[src/rtl/cskipa_pipe.sv]
// Parametrised pipelined carry-skip adder with a global-stall valid/ready handshake.
// Define CSKIPA_OVF_EN to add the registered two's-complement overflow output ovf.
module cskipa_pipe #(
  parameter int WIDTH            = 16,
  parameter int BLOCK            = 4,
  parameter int BLOCKS_PER_STAGE = 2
) (
  input  logic             clk,
  input  logic             rst_n,
  input  logic             in_valid,
  output logic             in_ready,
  input  logic [WIDTH-1:0] i_add_term1,
  input  logic [WIDTH-1:0] i_add_term2,
  input  logic             cin,
  output logic             out_valid,
  input  logic             out_ready,
  output logic [WIDTH-1:0] sum,
  output logic             cout
`ifdef CSKIPA_OVF_EN
  ,
  output logic             ovf
`endif
);

  localparam int BLK = (BLOCK > 0) ? BLOCK : 1;
  localparam int NB  = WIDTH / BLK;
  localparam int BPS = (BLOCKS_PER_STAGE > 0) ? BLOCKS_PER_STAGE : 1;
  localparam int NS  = (NB + BPS - 1) / BPS;

  if ((BLOCK < 1) || (WIDTH % BLK != 0) || (BLOCKS_PER_STAGE < 1)) begin : g_param_check
    $error("cskipa_pipe: WIDTH must be a multiple of BLOCK and BLOCKS_PER_STAGE must be >= 1");
  end

  logic [WIDTH-1:0] a_q   [NS];
  logic [WIDTH-1:0] b_q   [NS];
  logic [WIDTH-1:0] sum_q [NS];
  logic             c_q   [NS];
  logic             vld_q [NS];

  logic [WIDTH-1:0] a_d   [NS];
  logic [WIDTH-1:0] b_d   [NS];
  logic [WIDTH-1:0] sum_d [NS];
  logic             c_d   [NS];
  logic             vld_d [NS];

  logic             advance;
`ifdef CSKIPA_OVF_EN
  logic             ovf_d;
  logic             ovf_q;
`endif

  // Global stall: the whole pipe moves only when the output slot is free or being drained.
  assign advance  = ~vld_q[NS-1] | out_ready;
  assign in_ready = advance;

  for (genvar s = 0; s < NS; s++) begin : g_stage
    localparam int BLO = s * BPS;
    localparam int BHI = ((s + 1) * BPS < NB) ? (s + 1) * BPS : NB;

    logic [WIDTH-1:0] a_in;
    logic [WIDTH-1:0] b_in;
    logic [WIDTH-1:0] sum_in;
    logic [WIDTH-1:0] sum_loc;
    logic             c_in;
    logic             c_loc;
    logic             vld_in;
    logic             blk_c;
    logic             rip_c;
    logic             prop;
    logic             hs;
`ifdef CSKIPA_OVF_EN
    logic             cmsb_loc;
`endif

    if (s == 0) begin : g_first
      assign a_in   = i_add_term1;
      assign b_in   = i_add_term2;
      assign sum_in = '0;
      assign c_in   = cin;
      assign vld_in = in_valid;
    end else begin : g_next
      assign a_in   = a_q[s-1];
      assign b_in   = b_q[s-1];
      assign sum_in = sum_q[s-1];
      assign c_in   = c_q[s-1];
      assign vld_in = vld_q[s-1];
    end

    // Per block: explicit ripple chain, then the skip mux picks block_cin when fully propagating.
    always_comb begin
      sum_loc = sum_in;
      blk_c   = c_in;
      rip_c   = 1'b0;
      prop    = 1'b0;
      hs      = 1'b0;
`ifdef CSKIPA_OVF_EN
      cmsb_loc = 1'b0;
`endif
      for (int k = BLO; k < BHI; k++) begin
        rip_c = blk_c;
        prop  = 1'b1;
        for (int i = k * BLK; i < (k + 1) * BLK; i++) begin
          hs = a_in[i] ^ b_in[i];
`ifdef CSKIPA_OVF_EN
          if (i == WIDTH - 1) cmsb_loc = rip_c;
`endif
          sum_loc[i] = hs ^ rip_c;
          rip_c      = (a_in[i] & b_in[i]) | (hs & rip_c);
          prop       = prop & hs;
        end
        blk_c = prop ? blk_c : rip_c;
      end
      c_loc = blk_c;
    end

    assign a_d[s]   = a_in;
    assign b_d[s]   = b_in;
    assign sum_d[s] = sum_loc;
    assign c_d[s]   = c_loc;
    assign vld_d[s] = vld_in;

`ifdef CSKIPA_OVF_EN
    if (s == NS - 1) begin : g_ovf
      assign ovf_d = cmsb_loc ^ c_loc;
    end
`endif
  end

  always_ff @(posedge clk or negedge rst_n) begin
    if (!rst_n) begin
      for (int s = 0; s < NS; s++) begin
        a_q[s]   <= '0;
        b_q[s]   <= '0;
        sum_q[s] <= '0;
        c_q[s]   <= 1'b0;
        vld_q[s] <= 1'b0;
      end
`ifdef CSKIPA_OVF_EN
      ovf_q <= 1'b0;
`endif
    end else if (advance) begin
      for (int s = 0; s < NS; s++) begin
        a_q[s]   <= a_d[s];
        b_q[s]   <= b_d[s];
        sum_q[s] <= sum_d[s];
        c_q[s]   <= c_d[s];
        vld_q[s] <= vld_d[s];
      end
`ifdef CSKIPA_OVF_EN
      ovf_q <= ovf_d;
`endif
    end
  end

  // Operands leaving the final stage have no consumer.
  logic unused_last_ops;
  assign unused_last_ops = ^{a_q[NS-1], b_q[NS-1]};

  assign sum       = sum_q[NS-1];
  assign cout      = c_q[NS-1];
  assign out_valid = vld_q[NS-1];
`ifdef CSKIPA_OVF_EN
  assign ovf       = ovf_q;
`endif

endmodule
[config.mk]
export PLATFORM = sky130hd
export DESIGN_NAME = cskipa_pipe
export DESIGN_NICKNAME = d
export VERILOG_FILES = /design/src/rtl/cskipa_pipe.sv
export SDC_FILE = /design/constraint.sdc
export NUM_CORES = 1
export LEC_CHECK = 0
export BUFFER_PORTS_ARGS = -buffer_cell sky130_fd_sc_hd__buf_4
export CAP_MARGIN = 25
export CORE_MARGIN = 2
export CORE_UTILIZATION = 49
export DETAILED_ROUTE_END_ITERATION = 10
export PLACE_DENSITY = 0.74
export SETUP_SLACK_MARGIN = 0.02
export SLEW_MARGIN = 20
export SYNTH_ARGS = -nofsm -noshare
export SYNTH_HDL_FRONTEND = slang
export SYNTH_SLANG_ARGS = --single-unit
[constraint.sdc]
create_clock -name clk -period 4.2 [get_ports clk]
set_input_delay 0.63 -clock clk [delete_from_list [all_inputs] [get_ports clk]]
set_output_delay 0.63 -clock clk [all_outputs]
set_load 0.05 [all_outputs]
# [After elaboration in Yosys (flattened, before gate mapping)]
# Cells that the tools add are included.
[op_classes] muxes=4 n_bitwise=94
[op_table] operator="1-bit AND" count=44
[op_table] operator="1-bit bitwise XOR" count=32
[op_table] operator="1-bit OR" count=17
[op_table] operator="1-bit two-way mux" count=4
[op_table] operator="1-bit NOT" count=1
[word_totals] regBits=60 inputBits=37 output_inout_bits=19 wordCells=106

# [Logic depth before layout (Yosys ltp)]
[logic_depth] word_depth=19 ltp_mapped=14

# [Least setup slack after synthesis]
# Ideal clock, no wire load.
[synth_path] kind="in2reg" start="input i_add_term1[0]" end="register sum_q (netlist bit g_stage[1].sum_in[7])" setup_time_ns=0.077 arrival_time_ns=3.944 path_slack_ns=0.178 path_stages=13 path_buffers=0 path_cell_list="inv_1 fa_1 inv_1 fa_1 fa_1 fa_1 mux2_4 fa_1 fa_1 fa_1 inv_1 fa_1 a21oi_1"
[synth_via] elab_chain_len=17
[synth_rtl] item="start, declared" line_no="12" text="input logic [WIDTH-1:0] i_add_term1,"
[synth_rtl] item="1-bit bitwise XOR" line_no="103" text="hs = a_in[i] ^ b_in[i];"
[synth_rtl] item="1-bit AND" line_no="108" text="rip_c = (a_in[i] & b_in[i]) | (hs & rip_c);"
[synth_rtl] item="1-bit OR" line_no="108"
[synth_rtl] item="1-bit AND" line_no="108"
[synth_rtl] item="1-bit OR" line_no="108"
[synth_rtl] item="1-bit AND" line_no="108"
[synth_rtl] item="1-bit OR" line_no="108"
[synth_rtl] item="1-bit AND" line_no="108"
[synth_rtl] item="1-bit OR" line_no="108"
[synth_rtl] item="1-bit two-way mux (*)" line_no="111" text="blk_c = prop ? blk_c : rip_c;"
[synth_rtl] item="1-bit AND (*)" line_no="108"
[synth_rtl] item="1-bit OR (*)" line_no="108"
[synth_rtl] item="1-bit AND (*)" line_no="108"
[synth_rtl] item="1-bit OR (*)" line_no="108"
[synth_rtl] item="1-bit AND (*)" line_no="108"
[synth_rtl] item="1-bit OR (*)" line_no="108"
[synth_rtl] item="1-bit bitwise XOR (*)" line_no="107" text="sum_loc[i] = hs ^ rip_c;"
[synth_rtl] item="end signal, assigned by index" line_no="145" text="sum_q[s] <= sum_d[s];"
[synth_rtl] item="end, declared" line_no="36" text="logic [WIDTH-1:0] sum_q [NS];"
# Every way passes the cells marked *; elsewhere a longest branch is shown, timed or not.
# A chain may end at the register's enable or synchronous reset.

# [Final worst setup path]
[layout_path] start="register a_q (netlist bit g_stage[1].a_in[8])" end="register sum_q (netlist bit sum[15])"
[layout_via] elab_chain_len=17
[layout_rtl] item="start, declared" line_no="34" text="logic [WIDTH-1:0] a_q [NS];"
[layout_rtl] item="start signal, assigned by index" line_no="143" text="a_q[s] <= a_d[s];"
[layout_rtl] item="1-bit bitwise XOR" line_no="103"
[layout_rtl] item="1-bit AND" line_no="108"
[layout_rtl] item="1-bit OR" line_no="108"
[layout_rtl] item="1-bit AND" line_no="108"
[layout_rtl] item="1-bit OR" line_no="108"
[layout_rtl] item="1-bit AND" line_no="108"
[layout_rtl] item="1-bit OR" line_no="108"
[layout_rtl] item="1-bit AND" line_no="108"
[layout_rtl] item="1-bit OR" line_no="108"
[layout_rtl] item="1-bit two-way mux (*)" line_no="111"
[layout_rtl] item="1-bit AND (*)" line_no="108"
[layout_rtl] item="1-bit OR (*)" line_no="108"
[layout_rtl] item="1-bit AND (*)" line_no="108"
[layout_rtl] item="1-bit OR (*)" line_no="108"
[layout_rtl] item="1-bit AND (*)" line_no="108"
[layout_rtl] item="1-bit OR (*)" line_no="108"
[layout_rtl] item="1-bit bitwise XOR (*)" line_no="107"
# Marked as above.

==> results by stage <==
Run status:
- The flow ran to the end, and the final reports show no timing, DRC or antenna violations.

Yosys:
- The synthesized design contains 44 register bits.
- The post-synthesis cell area is 0.00230 mm².
- The fraction of synthesized cell area taken by the top area cell type is 0.479.
- The sequential cell area fraction in the yosys report is 0.479.
- The number of warning messages in the yosys log is 0.
- Of all cell types, the one taking the most synthesized area is sky130_fd_sc_hd__dfrtp_1.
- The net count after synthesis is 298.
- The number of flops mapped to enable cells by yosys is 0.
- Yosys attributes the largest share of cell area to sky130_fd_sc_hd__dfrtp_1 (48%), sky130_fd_sc_hd__nand2_1 (17%), sky130_fd_sc_hd__fa_1 (14%).
- Among all flip-flop cells after synthesis, the most frequent one is sky130_fd_sc_hd__dfrtp_1.
- The netlist uses 20 different library cells.
- The synthesized instance count is 229.
- The proportion of synthesized flip-flops having asynchronous set or reset is 1.00.
- The average instance in the mapped netlist occupies 10.0 µm².

Clocking:
- The H-tree level count is 2.
- Clock latency on the worst-skew pair, taken at its later pin, is 0.30 ns.
- The clock-pin transition on the worst setup and hold timing paths is 0.08 ns.
- The sink count of the clock tree is 44.
- The number of buffers added for setup after CTS is 0.
- TritonCTS built the clock tree.
- The maximum buffer depth of the clock tree is 2.
- After clock tree synthesis, the flow added hold-fix buffers numbering 0.
- In this run, post-CTS repair resized a total of 0 instances.
- The cell sitting at the root of the clock tree is a sky130_fd_sc_hd__clkbuf_8.
- The total clock buffers created by CTS is 5.

Routing:
- In the final routed layout, each cell accounts on average for 12.1 µm.
- Summed over all nets, wire length on met2 after detailed routing comes to 1940 µm.
- Detailed routing placed a total of 179 µm of wire on met3.
- In the routed design, unresolved DRC markers number 0.
- The highest routed metal layer is met4.
- The overall routed net length is 4070 µm.
- The via count is 1590.
- For this run, the detailed router's first-pass iteration total came to 4.
- The via density per instance is 4.73.
- In this run the remaining antenna-violating nets after routing total 0.
- The first routing iteration left 78 violations.
- The detailed-routing wirelength on met1 is 1870 µm.

Place:
- The wire-length estimate of the detail-placed layout is 3030 µm.
- The number of port buffers is 55.
- The weighted congestion reported at the end of routability-driven placement is 0.687.
- The count of placed standard cells including taps is 328.

Worst setup path:
- STA puts the critical path data required time at 4.43 ns.
- The type of the setup path with the least slack is reg2reg.
- Counting both buffers and inverters, the worst setup path holds a total of 3.
- The arrival time of the worst setup path is 4.20 ns.
- The worst setup path is captured at a flip-flop.
- On the worst path, the slowest cell contributes a delay of 0.41 ns.
- The worst setup path is launched from a flip-flop.
- Grouping stages by cell kind, the critical path spends the most delay in adder cells.
- The maximum fanout along the worst path is 2.
- The worst register-to-register path begins at g_stage[1].a_in[8]$_DFFE_PN0P_.
- The critical path runs through a total of 13 cells.
- The worst reg-to-reg setup slack is 0.23 ns.
- The endpoint of the worst register-to-register path is sum[15]$_DFFE_PN0P_.
- The cell that appears most often on the critical path is sky130_fd_sc_hd__fa_1.
- The cell with the biggest individual delay on the critical path is sky130_fd_sc_hd__fa_1.
- Traced cell by cell, the critical path runs through inv_1, fa_1, inv_1, fa_1, fa_1, fa_1, mux2_4, fa_1, fa_1, fa_1, inv_1, fa_1, a21oi_1.
- The startpoint of the most critical setup path is g_stage[1].a_in[8]$_DFFE_PN0P_.
- The depth of the worst register-to-register path is 13.
- In this run the worst setup path terminates at sum[15]$_DFFE_PN0P_.

GRT:
- The wire length of the first global-routing pass is 7020 µm.
- After global routing the overflow that remains totals 0.
- Across every metal layer, demand over resource in global routing totals 0.178.
- The via count of the first global-routing pass came to 1631.
- The initial antenna violation count is 0.
- Entering global routing, the biggest net connects 54 pins.

Finish:
- At the end of the flow the core is filled with cells to 0.637.
- The most common cell after layout, fill and taps aside is sky130_fd_sc_hd__nand2_1.
- In the final layout, the share of cells above drive strength 1 is 0.236.
- The combined area of the multi-input logic cells is 0.00108 mm².
- Fill cells in the final layout number 391.
- The top cell types in the final layout, fill and taps aside, are sky130_fd_sc_hd__nand2_1 (103), sky130_fd_sc_hd__buf_4 (56), sky130_fd_sc_hd__dfrtp_1 (44).
- The final antenna diode count is 0.
- The finished layout holds 336 standard cells, fillers aside.
- From synthesis to final layout, the design area changed by 23.1%.
- After the last flow step, the layout net total stands at 352.
- Summing all flip-flop and latch instances after layout gives 0.00110 mm².

Floorplanning:
- After floorplanning, the core was sized to cover 0.00444 mm².
- From left edge to right edge, the die measures 72.5 µm.
- For this design the top-level I/O count stands at 56.
- The total number of placement rows is 24.
- The initial utilization of the core area, before any placement, comes to 0.517.
- The chip height is 72.5 µm.
- The area enclosed by the die boundary is 0.00525 mm².

Pwr:
- Internal power comes to 902 µW.
- The net switching power is 600 µW.
- The part of the total power dissipated in sequential elements is 0.395.
- The leakage power figure is 1.52 nW.
- The net switching share of the total power is 0.400.
- The combinational share of power is 0.393.
- VDD sags by at most 259 µV.
- The share of total power dissipated in the clock network is 0.212.
- The power per standard cell area is 531 mW/mm².

Timing:
- The final count of hold timing violations came to 0.
- In the finished design, the share of the clock period the worst path needs comes to 0.944.
- The worst hold slack after final layout is 0.305 ns.
- Setup repair after global routing left no endpoint under its margin.
- The timing-limited maximum frequency is 252 MHz.
- The final setup skew is 0.0109 ns.
- In this run the tightest slew margin relative to its limit is 0.640.
- The number of setup violations in the final report is 0.
- The transition time at the pin with the least slew margin is 0.539 ns.
- The final critical-path required period is 3.97 ns.
- The final count of pins violating max slew was 0.

Run:
- The total of max-cap violations is 0.

Hold path:
- The path class of the lowest-slack min-delay path is in2async.
state kept, by name (all words and copies together) (netlist names):
| signal | count |
|---|---|
| g_stage.a_in | 8 |
| g_stage.sum_in | 8 |
| sum | 16 |
| cout | 1 |
| g_stage.b_in | 8 |
| out_valid | 1 |
| g_stage.vld_in | 1 |
| g_stage.c_in | 1 |
cells by family (layout without fill, tap and decap cells):
group / after synthesis / after routing / synth area share
buf+inv: 24 / 79 / 0.0533
flops: 44 / 44 / 0.479
simple gates: 115 / 115 / 0.198
compound gates: 12 / 12 / 0.0305
mux: 2 / 2 / 0.0131
fa+ha+maj: 32 / 32 / 0.226
power groups by stage:
stage	clock (mW)	sequential [mW]	combinational (mW)
2_1_floorplan	0	0.811	0.194
3_3_place_gp	0	0.600	0.588
3_5_place_dp	0	0.604	0.600
4_1_cts	0.329	0.595	0.601
5_1_grt	0.340	0.608	0.651
6_report	0.318	0.594	0.591
synthesized netlist by cell type (3+ instances only):
cell                      instances
sky130_fd_sc_hd__a21oi_1          4
sky130_fd_sc_hd__buf_2            3
sky130_fd_sc_hd__buf_4            5
sky130_fd_sc_hd__dfrtp_1         44
sky130_fd_sc_hd__fa_1            16
sky130_fd_sc_hd__ha_1            16
sky130_fd_sc_hd__inv_1           14
sky130_fd_sc_hd__nand2_1        103
sky130_fd_sc_hd__nand4_1          4
sky130_fd_sc_hd__nor2_1           4
worst min-delay path by stage:
stage                                   from  depth (start not counted)                         endpoint  slack [ns]
5_1_grt                                rst_n                          1  g_stage[1].a_in[10]$_DFFE_PN0P_        0.35
4_1_cts                                rst_n                          1  g_stage[1].a_in[14]$_DFFE_PN0P_        0.32
2_1_floorplan                          rst_n                          0                 cout$_DFFE_PN0P_        0.33
6_report                               rst_n                          1  g_stage[1].b_in[11]$_DFFE_PN0P_        0.30
3_3_place_gp   g_stage[1].vld_in$_DFFE_PN0P_                          1            out_valid$_DFFE_PN0P_        0.44
3_5_place_dp   g_stage[1].vld_in$_DFFE_PN0P_                          2    g_stage[1].vld_in$_DFFE_PN0P_        0.45
metal layers:
| metal | up-vias | track usage |
|---|---|---|
| met5 | - | 0 |
| li1 | 804 | - |
| met4 | 0 | 0.0802 |
| met2 | 37 | 0.278 |
| met1 | 743 | 0.231 |
| met3 | 6 | 0.0514 |
area by class of cell:
cell class / count / share of cell area
Tap cell: 52 / 0.0230
Multi-Input combinational cell: 161 / 0.381
Inverter: 15 / 0.0208
Sequential cell: 44 / 0.389
Timing Repair Buffer: 56 / 0.149
Clock buffer: 6 / 0.0256
Clock inverter: 2 / 0.0124
stage by stage:
stage	worst slack, ns	area (µm²)	setup TNS, ns	power (mW)
6_report	0.234	2830	0	1.50
5_1_grt	0.0563	2830	0	1.60
4_1_cts	0.211	2830	0	1.52
3_5_place_dp	-0.0682	2720	-0.0682	1.20
3_3_place_gp	0.0199	2720	0	1.19
2_1_floorplan	0.178	2300	0	1.00
(Power assumes the default switching activity.)
